### src/rtl/cpu_clk_ctrl_pkg.sv
// Shared types and defaults for the CPU clock-enable controller.
package cpu_clk_ctrl_pkg;

  localparam int DIV_W_DEFAULT           = 32;
  localparam int DEBOUNCE_CYCLES_DEFAULT = 100000;

  typedef enum logic [1:0] {
    S_STEP = 2'd0,
    S_RUN  = 2'd1,
    S_HALT = 2'd2
  } state_t;

  // Width needed to hold a count of 0 .. cycles-1, never less than one bit.
  function automatic int cnt_width(input int cycles);
    return (cycles < 2) ? 1 : $clog2(cycles + 1);
  endfunction

endpackage

### src/rtl/cpu_clk_ctrl_debouncer.sv
// Two-flop synchronizer followed by a stability-count debouncer for one raw board input.
module debouncer
  import cpu_clk_ctrl_pkg::*;
#(
  parameter int DEBOUNCE_CYCLES = DEBOUNCE_CYCLES_DEFAULT
) (
  input  logic i_clk,
  input  logic i_rst,
  input  logic i_raw,
  output logic o_level
);

  localparam int               CNT_W    = cnt_width(DEBOUNCE_CYCLES);
  localparam logic [CNT_W-1:0] CNT_LAST = CNT_W'(DEBOUNCE_CYCLES - 1);

  logic             sync_q1;
  logic             sync_q2;
  logic [CNT_W-1:0] stable_cnt;

  // Bring the asynchronous input into the board clock domain.
  always_ff @(posedge i_clk) begin
    if (i_rst) begin
      sync_q1 <= 1'b0;
      sync_q2 <= 1'b0;
    end else begin
      sync_q1 <= i_raw;
      sync_q2 <= sync_q1;
    end
  end

  // Accept a new level only after it has disagreed with the debounced one for a full window.
  always_ff @(posedge i_clk) begin
    if (i_rst) begin
      stable_cnt <= '0;
      o_level    <= 1'b0;
    end else if (sync_q2 == o_level) begin
      stable_cnt <= '0;
    end else if (stable_cnt == CNT_LAST) begin
      stable_cnt <= '0;
      o_level    <= sync_q2;
    end else begin
      stable_cnt <= stable_cnt + CNT_W'(1);
    end
  end

endmodule

### src/rtl/cpu_clk_ctrl.sv
// CPU clock-enable controller: free-run / single-step tick generation with a sticky halt.
module cpu_clk_ctrl
  import cpu_clk_ctrl_pkg::*;
#(
  parameter int DIV_W           = DIV_W_DEFAULT,
  parameter int DEBOUNCE_CYCLES = DEBOUNCE_CYCLES_DEFAULT
) (
  input  logic             i_clk,
  input  logic             i_rst,
  input  logic [DIV_W-1:0] i_divider,
  input  logic             i_mode,
  input  logic             i_step,
  input  logic             i_halt,
  output logic             o_tick,
  output logic             o_clk,
  output logic             o_running
);

  logic             mode_db;
  logic             step_db;
  logic             step_db_q;
  logic             step_rise;
  logic [DIV_W-1:0] div_eff;
  logic [DIV_W-1:0] count_q;
  logic [DIV_W-1:0] count_d;
  logic             tick_d;
  state_t           state_q;
  state_t           state_d;

  debouncer #(
    .DEBOUNCE_CYCLES(DEBOUNCE_CYCLES)
  ) u_mode_db (
    .i_clk  (i_clk),
    .i_rst  (i_rst),
    .i_raw  (i_mode),
    .o_level(mode_db)
  );

  debouncer #(
    .DEBOUNCE_CYCLES(DEBOUNCE_CYCLES)
  ) u_step_db (
    .i_clk  (i_clk),
    .i_rst  (i_rst),
    .i_raw  (i_step),
    .o_level(step_db)
  );

  assign step_rise = step_db & ~step_db_q;

  // Divider values 0 and 1 both mean a tick every cycle; no latching, follows the switches live.
  assign div_eff = (i_divider == '0) ? DIV_W'(1) : i_divider;

  // Remember last cycle's debounced step so a press yields exactly one rising edge.
  always_ff @(posedge i_clk) begin
    if (i_rst) begin
      step_db_q <= 1'b0;
    end else begin
      step_db_q <= step_db;
    end
  end

  // State, divider counter and the registered outputs all advance together.
  always_ff @(posedge i_clk) begin
    if (i_rst) begin
      state_q   <= S_STEP;
      count_q   <= '0;
      o_tick    <= 1'b0;
      o_clk     <= 1'b0;
      o_running <= 1'b0;
    end else begin
      state_q   <= state_d;
      count_q   <= count_d;
      o_tick    <= tick_d;
      o_running <= (state_d == S_RUN);
      if (tick_d) begin
        o_clk <= ~o_clk;
      end
    end
  end

  // Next state and tick decision: halt first, then mode change, then step / divider tick.
  always_comb begin
    state_d = state_q;
    count_d = count_q;
    tick_d  = 1'b0;
    case (state_q)
      S_STEP: begin
        if (i_halt) begin
          state_d = S_HALT;
          count_d = '0;
        end else if (mode_db) begin
          state_d = S_RUN;
          count_d = '0;
        end else if (step_rise) begin
          tick_d = 1'b1;
        end
      end
      S_RUN: begin
        if (i_halt) begin
          state_d = S_HALT;
          count_d = '0;
        end else if (!mode_db) begin
          state_d = S_STEP;
          count_d = '0;
        end else if (count_q >= (div_eff - DIV_W'(1))) begin
          tick_d  = 1'b1;
          count_d = '0;
        end else begin
          count_d = count_q + DIV_W'(1);
        end
      end
      S_HALT: begin
        state_d = S_HALT;
      end
      default: begin
        state_d = S_STEP;
        count_d = '0;
      end
    endcase
  end

endmodule

### config.mk
export PLATFORM = sky130hd
export DESIGN_NAME = cpu_clk_ctrl
export DESIGN_NICKNAME = d
export VERILOG_FILES = /design/src/rtl/cpu_clk_ctrl_pkg.sv /design/src/rtl/cpu_clk_ctrl_debouncer.sv /design/src/rtl/cpu_clk_ctrl.sv
export SDC_FILE = /design/constraint.sdc
export NUM_CORES = 1
export LEC_CHECK = 0
export CORE_UTILIZATION = 40
export CTS_BUF_LIST = sky130_fd_sc_hd__clkbuf_16
export DETAILED_ROUTE_END_ITERATION = 6
export SLEW_MARGIN = 5
export SYNTH_ARGS = -nofsm -noshare
export SYNTH_HDL_FRONTEND = slang
export SYNTH_HIERARCHICAL = 1
export SYNTH_SLANG_ARGS = --single-unit
### constraint.sdc
create_clock -name i_clk -period 6.1 [get_ports i_clk]
set_clock_uncertainty 0.05 [all_clocks]
set_input_delay 1.22 -clock i_clk [delete_from_list [all_inputs] [get_ports i_clk]]
set_output_delay 1.22 -clock i_clk [all_outputs]
set_load 0.05 [all_outputs]
==> metrics.yaml, run 1 <==
seqPwrFrac: 0.463
p_clk_frac: 0.457
critPathCaptureType: "flip-flop"
postCtsHoldBufs: 0
place_inst: 787
fmax_mhz: 172.7
cp.required_ns: 6.30
place_congestion: 0.8288
antenna_cells: 0
cpPeakStageDelay_ns: 0.47
die_y_um: 112.2
synth-edff-count: 0
gr-usage-all-layers: 0.1788
async_flop_share: 0
overflow: 0
die_area_sq_um: 12580
portBuffers: 39
crit_start: "i_divider[23]"
period_share: 0.9490
ys_types: 57
cts_tree: "yes"
status: "finished, violations left"
regArea_sq_um: 1562
synth_top_area_cell: "dfxtp_1"
cellInternalPower_uw: 869.9
cap_violations: 0
path_delay_family: "simple AND/OR/NAND/NOR gates"
yosys-top-cells-area: "dfxtp_1, ha_1, xnor2_1, nor2_1, nand2_1"
crit_type: "input pin to flip-flop"
numCtsBuffers: 9
clk_latency_ns: 0.33
pwr-share-comb: 0.081
multi_input_area_sq_um: 3193
tightest_slew_ns: 0.9566
startpoint_type: "input pin"
place_hpwl_um: 8275
drc_errors: 3
drt-total-wl_um: 10790
drt_iter0_markers: 303
ant_nets: 0
arrival_ns: 5.99
syn_inst: 588
p_per_area_nw_per_um2: 186.3
area_growth_pct: 22.58
clk_pin_slew_ns: 0.06
p_switching_uw: 238.6
violations: "design-rule violations"
drtPass1Iterations: 7
antenna_found_initial: 0
hold_class: "flip-flop to flip-flop"
r2r-start: "count_q[18]"
vdd_ir_drop_max_v: 0.00009545
syn_nets: 661
crit_slowest_cell: "clkdlybuf4s50_1"
synthFlopType: "dfxtp_1"
finalNonFillerCells: 806
slew_headroom: 0.3602
grt_max_degree: 30
vias_per_cell: 5.409
wire_per_inst_um: 13.39
nets: 732
ys_seq_elements: 78
avgSynthCellArea_sq_um: 8.254
via_count: 4360
leakage_nw: 2.131
ios: 40
start_util: 0.4179
layout_min_cycle_time_ns: 5.789
rows: 39
die_w_um: 112.2
cts_root_buf: "clkbuf_16"
p_sw_frac: 0.2152
n_fill_cell: 1146
synth_warnings: 6
synth_area_sq_um: 4853
rrSetupSlack_ns: 3.18
setup_viol: 0
fin_util: 0.5123
drv_slew: 0
core_area_sq_um: 11610
holdWs_ns: 0.4069
cts_sinks: 78
yosysSeqAreaShare: 0.3217
final_hold_viol_count: 0
critical_path.cell_chain: "clkdlybuf4s50_1 > or4_1 > nor3_1 > and3_1 > a31o_2 > inv_1 > ha_1 > nand3b_1 > or4_4 > nor3_4 > nand2_1 > nor4_2 > xnor2_1 > ha_1 > nand4_1 > nor3_1 > a221oi_2 > nand3b_4 > or3_4 > buf_6 > or3_1 > o21ai_0"
synth_top_area_share: 0.3217
cts_buffer_depth: 2
grt_pass1_wl_um: 18660
worst-path-max-fanout: 13
grt_pass1_vias: 4137
holdCritStartpoint: "u_mode_db/sync_q1"
path_buf_inv: 3
layout-drive-gt1-share: 0.1131
h-tree-depth: 3
[worst paths after layout]
kind                             to  cells after the start
setup / recovery        count_q[10]                     22
hold / removal    u_mode_db/sync_q2                      1
setup reg to reg        count_q[10]                      9
hold reg to reg   u_mode_db/sync_q2                      1
[registers in the layout, indices dropped and copies added, names as in the netlist]
register / count
u_mode_db/sync_q2: 1
u_mode_db/o_level: 1
u_step_db/sync_q1: 1
u_mode_db/stable_cnt: 17
o_tick: 1
state_q: 2
u_step_db/o_level: 1
step_db_q: 1
u_step_db/stable_cnt: 17
u_mode_db/sync_q1: 1
o_clk: 1
count_q: 32
o_running: 1
u_step_db/sync_q2: 1
[logic make-up (layout without fill, tap and decap cells)]
logic type	Yosys count	count (layout)	share of synthesized area
compound gates	80	80	0.1070
buf+inv	33	108	0.02990
mux	6	6	0.01237
xor+xnor	58	58	0.1047
fa+ha+maj	36	36	0.09281
simple gates	297	297	0.3315
flops	78	78	0.3217
[layer usage]
layer,track usage,part of all wire
met1,0.2437,0.50
met2,0.2882,0.44
met3,0.02484,0.044
met4,0.06578,0.013
met5,0,0
[repair_timing]
item                                    CTS  global route
endpoints found under the setup margin    0            26
setup buffers                             0             4
gates resized for setup                   0             7
[power by group through the flow]
stage	Clock, mW	Combinational (mW)	Sequential, mW
final	0.506	0.0892	0.513
after global routing	0.539	0.0985	0.513
after CTS	0.516	0.0896	0.513
after detailed placement	0	0.0893	0.524
after global placement	0	0.0867	0.524
after floorplan	0	0.0372	0.524
[Yosys cell counts (2+ instances only)]
| master | number |
|---|---|
| a21oi_1 | 30 |
| a21o_1 | 3 |
| xor2_1 | 25 |
| xnor2_1 | 33 |
| a22oi_1 | 2 |
| and2_1 | 3 |
| buf_2 | 5 |
| o21ai_0 | 17 |
| o41ai_1 | 3 |
| nand4_2 | 2 |
| or2_2 | 2 |
| o311ai_0 | 11 |
| or3_4 | 2 |
| nor4_1 | 9 |
| nor3_2 | 5 |
| nand2b_1 | 4 |
| nor4b_1 | 5 |
| nor2b_1 | 7 |
| o21a_1 | 2 |
| a31o_2 | 2 |
| mux2i_1 | 6 |
| or3b_1 | 2 |
| nor4bb_1 | 4 |
| nand3_1 | 42 |
| dfxtp_1 | 78 |
| nor2_1 | 67 |
| nand4_1 | 17 |
| and3_1 | 9 |
| nor3_1 | 15 |
| inv_1 | 17 |
| nand3b_1 | 2 |
| or4_1 | 6 |
| ha_1 | 36 |
| nand2_1 | 62 |
| clkbuf_1 | 8 |
| and4_1 | 9 |
| or3_1 | 14 |
| buf_4 | 2 |
| or2b_2 | 2 |
[cell usage in the layout (no fill, tap or decap), types with 5 or more instances in the layout]
| cell type | count |
|---|---|
| nor3_2 | 6 |
| xor2_1 | 25 |
| o311ai_0 | 11 |
| nand3_1 | 42 |
| inv_1 | 18 |
| nor3_1 | 12 |
| nand2_1 | 62 |
| xnor2_1 | 33 |
| nor4b_1 | 5 |
| mux2i_1 | 6 |
| o21ai_0 | 17 |
| a21oi_1 | 30 |
| nor4_1 | 8 |
| clkbuf_16 | 9 |
| or4_1 | 5 |
| or3_1 | 14 |
| nand4_1 | 17 |
| nor2_1 | 67 |
| clkdlybuf4s50_1 | 39 |
| nor2b_1 | 7 |
| ha_1 | 36 |
| dfxtp_1 | 78 |
| and4_1 | 9 |
| buf_4 | 36 |
| and3_1 | 9 |
[through the flow]
stage	cell area [sq um]	total power, mW	setup TNS [ns]	setup WS (ns)
floorplan	4853	0.5610	0	0.5443
global placement	5599	0.6108	0	0.04877
detailed placement	5599	0.6135	-1.494	-0.1170
CTS	5879	1.119	0	0.2066
global route	5949	1.151	-0.0006675	-0.0006675
finish	5949	1.109	0	0.3111
[layout make-up]
cell class	instances	area share
repair buffers	76	0.1129
clock buffers	9	0.03785
inverters	17	0.01073
multi-input cells	477	0.5367
clock inverters	6	0.009253
flip-flops and latches	78	0.2625
well taps	143	0.03007
Power figures use the tool's default switching activity.
==> inputs of run 2 (changes only) <==
--- a/config.mk
+++ b/config.mk
@@ -5,7 +5,7 @@
 export SDC_FILE = /design/constraint.sdc
 export NUM_CORES = 1
 export LEC_CHECK = 0
-export CORE_UTILIZATION = 40
+export CORE_UTILIZATION = 45
 export CTS_BUF_LIST = sky130_fd_sc_hd__clkbuf_16
 export DETAILED_ROUTE_END_ITERATION = 6
 export SLEW_MARGIN = 5
==> run 2 against run 1 <==
Effect of this change: the run now ends clean; critical path depth did not move; highest routed layer unchanged; register-to-register slack improved by 0.05 ns; utilization rose by 5.3 points; die area fell by 11%; cell count fell by 2.2%; routed wire length fell by 3.1%; clock-buffer cell count did not move; hold slack improved by 0.0015 ns; first-iteration DRC count rose by 16%; total power rose by 3.5%; cell area fell by 1.4%.
==> metrics.yaml, run 2 (synthesis gave the netlist of run 1 again) <==
status: "completed"  # was finished, violations left
cap_violations: 0  # unchanged
setup_viol: 0  # unchanged
grt_pass1_vias: 4017  # was 4137
fmax_mhz: 174.9  # was 172.7 MHz
holdWs_ns: 0.4084  # was 0.4069 ns
hold_path_depth: 1  # unchanged
nets: 721  # was 732
rows: 37  # was 39
period_share: 0.9375  # was 0.9490
grt_max_degree: 30  # unchanged
final_cell_mix: "dfxtp_1, nor2_1, nand2_1"  # unchanged
die_area_sq_um: 11200  # was 12580 sq um
r2r_cells: 11  # was 9
r2r_end: "count_q[10]"  # unchanged
cts_buffer_depth: 2  # unchanged
drtPass1Iterations: 5  # was 7
cts_tree: "yes"  # unchanged
via_count: 4289  # was 4360
overflow: 0  # unchanged
reg.largest.list: "count_q (32), u_mode_db/stable_cnt (17), u_step_db/stable_cnt (17)"  # unchanged
r2r-start: "count_q[0]"  # was count_q[18]
clk_latency_ns: 0.33  # about the same
ant_nets: 0  # unchanged
antenna_cells: 0  # unchanged
cts_sinks: 78  # unchanged
drt-total-wl_um: 10460  # was 10790 um
tightest_slew_ns: 0.9500  # was 0.9566 ns
drc_errors: 0  # was 3
p_per_area_nw_per_um2: 195.5  # was 186.3 nW/um^2
grt_pass1_wl_um: 17750  # was 18660 um
h-tree-depth: 3  # unchanged
layout_min_cycle_time_ns: 5.719  # was 5.789 ns
slew_headroom: 0.3647  # was 0.3602
portBuffers: 39  # unchanged
core_area_sq_um: 10370  # was 11610 sq um
place_hpwl_um: 8186  # was 8275 um
numCtsBuffers: 9  # unchanged
startpoint_type: "input pin"  # unchanged
crit_end: "count_q[10]"  # unchanged
largest_reg_flops: 32  # unchanged
ios: 40  # unchanged
arrival_ns: 5.92  # was 5.99 ns
start_util: 0.4680  # was 0.4179
worst-path-max-fanout: 14  # was 13
cp.required_ns: 6.30  # about the same
layout-drive-gt1-share: 0.09509  # was 0.1131
rsz0062_at_grt: "no"
leakage_nw: 2.068  # was 2.131 nW
postCtsHoldBufs: 0  # unchanged
rrSetupSlack_ns: 3.23  # was 3.18 ns
vias_per_cell: 5.443  # was 5.409
hold_class: "flip-flop to flip-flop"  # unchanged
cts_root_buf: "clkbuf_16"  # unchanged
post_cts_buffers: 0  # unchanged
final_common_cell: "dfxtp_1"  # unchanged
place_congestion: 0.8391  # was 0.8288
critPathCaptureType: "flip-flop"  # unchanged
die_w_um: 105.9  # was 112.2 um
drv_slew: 0  # unchanged
area_growth_pct: 20.86  # was 22.58%
vdd_ir_drop_max_v: 0.0001457  # was 0.00009545 V
wire_per_inst_um: 13.27  # was 13.39 um
regMostFlops: "count_q"  # unchanged
crit_type: "input pin to flip-flop"  # unchanged
final_hold_viol_count: 0  # unchanged
crit_start: "i_divider[22]"  # was i_divider[23]
place_ws_ns: -0.03162  # was -0.1170 ns
gr-usage-all-layers: 0.1960  # was 0.1788
clk_pin_slew_ns: 0.05  # was 0.06 ns
die_y_um: 105.9  # was 112.2 um
layout_setup_ws_ns: 0.3815  # was 0.3111 ns
cts_resized: 0  # unchanged
drt_iter0_markers: 352  # was 303
antenna_found_initial: 0  # unchanged
-- run 2: critical path, cell delays in order --
cell	delay (ns)
clkdlybuf4s50_1	0.48
or4_1	0.13
nor3_1	0.06
and3_1	0.20
a31o_2	0.22
inv_1	0.08
ha_1	0.16
nand3b_1	0.11
or4_1	0.54
nor3_2	0.23
nand2_1	0.13
nor4_2	0.26
xnor2_1	0.16
ha_1	0.28
nand4_1	0.15
nor3_1	0.10
a221oi_2	0.31
nand3b_2	0.11
or3_4	0.42
buf_12	0.17
or3_1	0.33
o21ai_0	0.08
-- run 2: cell type report --
type,count,area (sq um)
Fill cell,1002,4504
Multi-Input combinational cell,477,3169
Sequential cell,78,1562
Timing Repair Buffer,65,598.1
Clock buffer,9,225.2
Tap cell,136,170.2
Clock inverter,6,77.57
Inverter,17,63.81
-- run 2: per-layer routing --
layer | track usage | routed length [um]
met1 | 0.2572 | 5196
met2 | 0.3231 | 4788
met3 | 0.02845 | 350
met4 | 0.07738 | 121
met5 | 0 | 0
-- run 2: worst min path at each step --
| stage | from | end | slack [ns] |
|---|---|---|---|
| 2_1_floorplan | u_mode_db/sync_q1 | u_mode_db/sync_q2 | 0.36 |
| 6_report | u_step_db/stable_cnt[0] | u_step_db/stable_cnt[0] | 0.41 |
| 3_5_place_dp | u_mode_db/sync_q1 | u_mode_db/sync_q2 | 0.40 |
| 4_1_cts | u_mode_db/sync_q1 | u_mode_db/sync_q2 | 0.41 |
| 5_1_grt | u_mode_db/sync_q1 | u_mode_db/sync_q2 | 0.42 |
| 3_3_place_gp | u_mode_db/sync_q1 | u_mode_db/sync_q2 | 0.38 |
-- run 2: report_power, final --
group	switching, mW	internal, mW
clock network	0.197	0.351
registers	0.00138	0.512
logic	0.0397	0.0459
total	0.238	0.909
-- run 2: per-stage QoR --
stage	utilization	area, sq um	power [mW]	TNS (ns)	cells
final	0.5656	5866	1.147	0	788
after global routing	0.5656	5866	1.190	0	788
after CTS	0.5644	5853	1.160	0	788
after detailed placement	0.5352	5550	0.6100	-0.1658	773
after global placement	0.5352	5550	0.6079	0	773
after floorplan	-	4853	0.5610	0	588
==> inputs of run 3 (changes only) <==
--- a/config.mk
+++ b/config.mk
@@ -8,6 +8,7 @@
 export CORE_UTILIZATION = 45
 export CTS_BUF_LIST = sky130_fd_sc_hd__clkbuf_16
 export DETAILED_ROUTE_END_ITERATION = 6
+export GPL_ROUTABILITY_DRIVEN = 0
 export SLEW_MARGIN = 5
 export SYNTH_ARGS = -nofsm -noshare
 export SYNTH_HDL_FRONTEND = slang
==> results of run 3 <==
No change in the layout: final DEF, timing and power equal those of run 2.
==> RTL edit (settings of run 3) <==
Re-encode `state_t` (3 states) as one-hot, 3 bits wide.
--- a/src/rtl/cpu_clk_ctrl_pkg.sv
+++ b/src/rtl/cpu_clk_ctrl_pkg.sv
@@ -6,6 +6,6 @@
 
-  typedef enum logic [1:0] {
-    S_STEP = 2'd0,
-    S_RUN  = 2'd1,
-    S_HALT = 2'd2
+  typedef enum logic [2:0] {
+    S_STEP = 3'b001,
+    S_RUN  = 3'b010,
+    S_HALT = 3'b100
   } state_t;
Behaviour: no difference found for any inputs over 10 cycles, from zero or initial values and one cycle with i_rst high; not proved beyond that.
==> RTL edit against run 3 <==
Critical path depth stayed put. Setup slack worse by 0.014 ns. Synthesized area fell by 1.3%. Sequential cell count grew 1. Total power rose by 2.6%. Final area fell by 3.2%. Combinational power up 2%. Wire length is 1.7% lower. Critical endpoint is now o_clk. Largest power group unchanged. Highest routed layer unchanged.
==> RTL edit: results (changes against run 3) <==
Post-Synthesis Cells 554 (-5.8%); Critical Path AT 5.91 ns (about the same); pin count of the biggest net entering global routing 26 (-13%); dpl cells 727 (-6.0%); Slew @ Worst Pin 0.838 ns (-0.112 ns); FILL cells 973 (-2.9%); Regs by FF count count_q: 32 flops, u_mode_db/stable_cnt: 17 flops, u_step_db/stable_cnt: 17 flops; Root Buffer clkbuf_16; number of port buffers 39 (unchanged); hpwl dp 7770 µm (-5.1%); total CTS buffers 9 (unchanged); Netlist cell types 62 (+8.8%); DR vias 3950 (-7.9%); Ys Warns 6 (unchanged); nets 675 (-6.4%); initial antenna violation count 0 (unchanged); Total GRT Usage 19.4% (-0.25 points); top cells by area, synth dfxtp_1, ha_1, xor2_1; Synth Net Count 627 (-5.1%); Synth top cells by count nor2_1, dfxtp_1, nand2_1, xor2_1, ha_1; postcts setup bufs 0 (unchanged); Routed Wire Length 10300 µm (-1.7%); CTS resizes 0 (unchanged); main flop type after synthesis dfxtp_1; fraction of layout cells with a size suffix above 1 7.91% (-1.6 points); final cell count without fillers 743 (-5.7%); Seq/Total Area, Yosys 33.0% (+0.86 points); Critical Path Max Stage Delay 0.58 ns (+0.04 ns); ANT cells 0 (unchanged); P_leak 0.00200 µW (-3.1%); HP Class reg -> reg; clk_lat worst skew 0.34 ns; Placement Cell Area 0.00535 mm² (-3.6%); Initial DRT Pass Iterations 4 (-1); H-tree Lvls 3 (unchanged); CP Max Fanout 5 (-9); DR iter-0 viols 174 (-51%); peak supply drop 0.138 mV (-5.2%); pre-CTS WS -0.0969 ns (-0.0653 ns); vias in the first global route 3661 (-8.9%); clock-pin slew on the worst setup and hold paths 0.06 ns; crit path max-delay cell type or4_4; global-route wire length before repair 17000 µm (-4.0%); cell family with most CP delay simple AND/OR/NAND/NOR gates; run status finished clean; ys async rst share 0% (unchanged); buffer depth of the longest clock path 2 (unchanged)
## RTL edit: cell count changes in the layout (fill, tap and decap cells not counted), moves of 5 or more
cell	delta
xor2_1	+22
nand2_1	-14
o311ai_0	-11
inv_1	-9
a21oi_1	-11
nor4_1	+7
nor3b_1	+5
nand3_1	-12
nor2_1	+17
buf_4	-16
or3_1	-11
o21ai_0	-6
## RTL edit: final timing paths
path	cells after the start	endpoint	startpoint	slack, ns
setup / recovery	22	o_clk	i_divider[11]	0.37
hold reg to reg	1	u_mode_db/sync_q2	u_mode_db/sync_q1	0.39
setup reg to reg	8	o_clk	count_q[21]	3.55
hold / removal	1	u_mode_db/sync_q2	u_mode_db/sync_q1	0.39
## RTL edit: cell families after synthesis
group,Yosys count,synth area share [%]
mux,4,0.862
compound gates,55,7.50
xor+xnor,82,15.0
fa+ha+maj,36,9.41
simple gates,281,32.3
buf+inv,17,1.86
flops,79,33.0
## RTL edit: final cells by class
class,count,area [µm²],share of cell area (%)
well taps,136,170,3.00
clock buffers,9,225,3.97
repair buffers,48,458,8.07
multi-input cells,458,3130,55.1
flip-flops and latches,79,1580,27.9
inverters,6,22.5,0.397
clock inverters,7,88.8,1.56
## RTL edit: layer usage
layer / share of wire [%] / vias to the layer above / routed length [µm] / GRT usage [%]
met5: 0 / - / 0 / 0
met4: 1.7 / 0 / 177 / 8.25
met3: 3.5 / 12 / 357 / 3.12
met2: 46 / 47 / 4690 / 31.2
met1: 49 / 1818 / 5050 / 25.5
li1: - / 2073 / - / -
## RTL edit: power by group
part | switching (µW) | internal [µW]
clock | 212 | 356
sequential | 2.05 | 519
combinational | 43.8 | 43.7
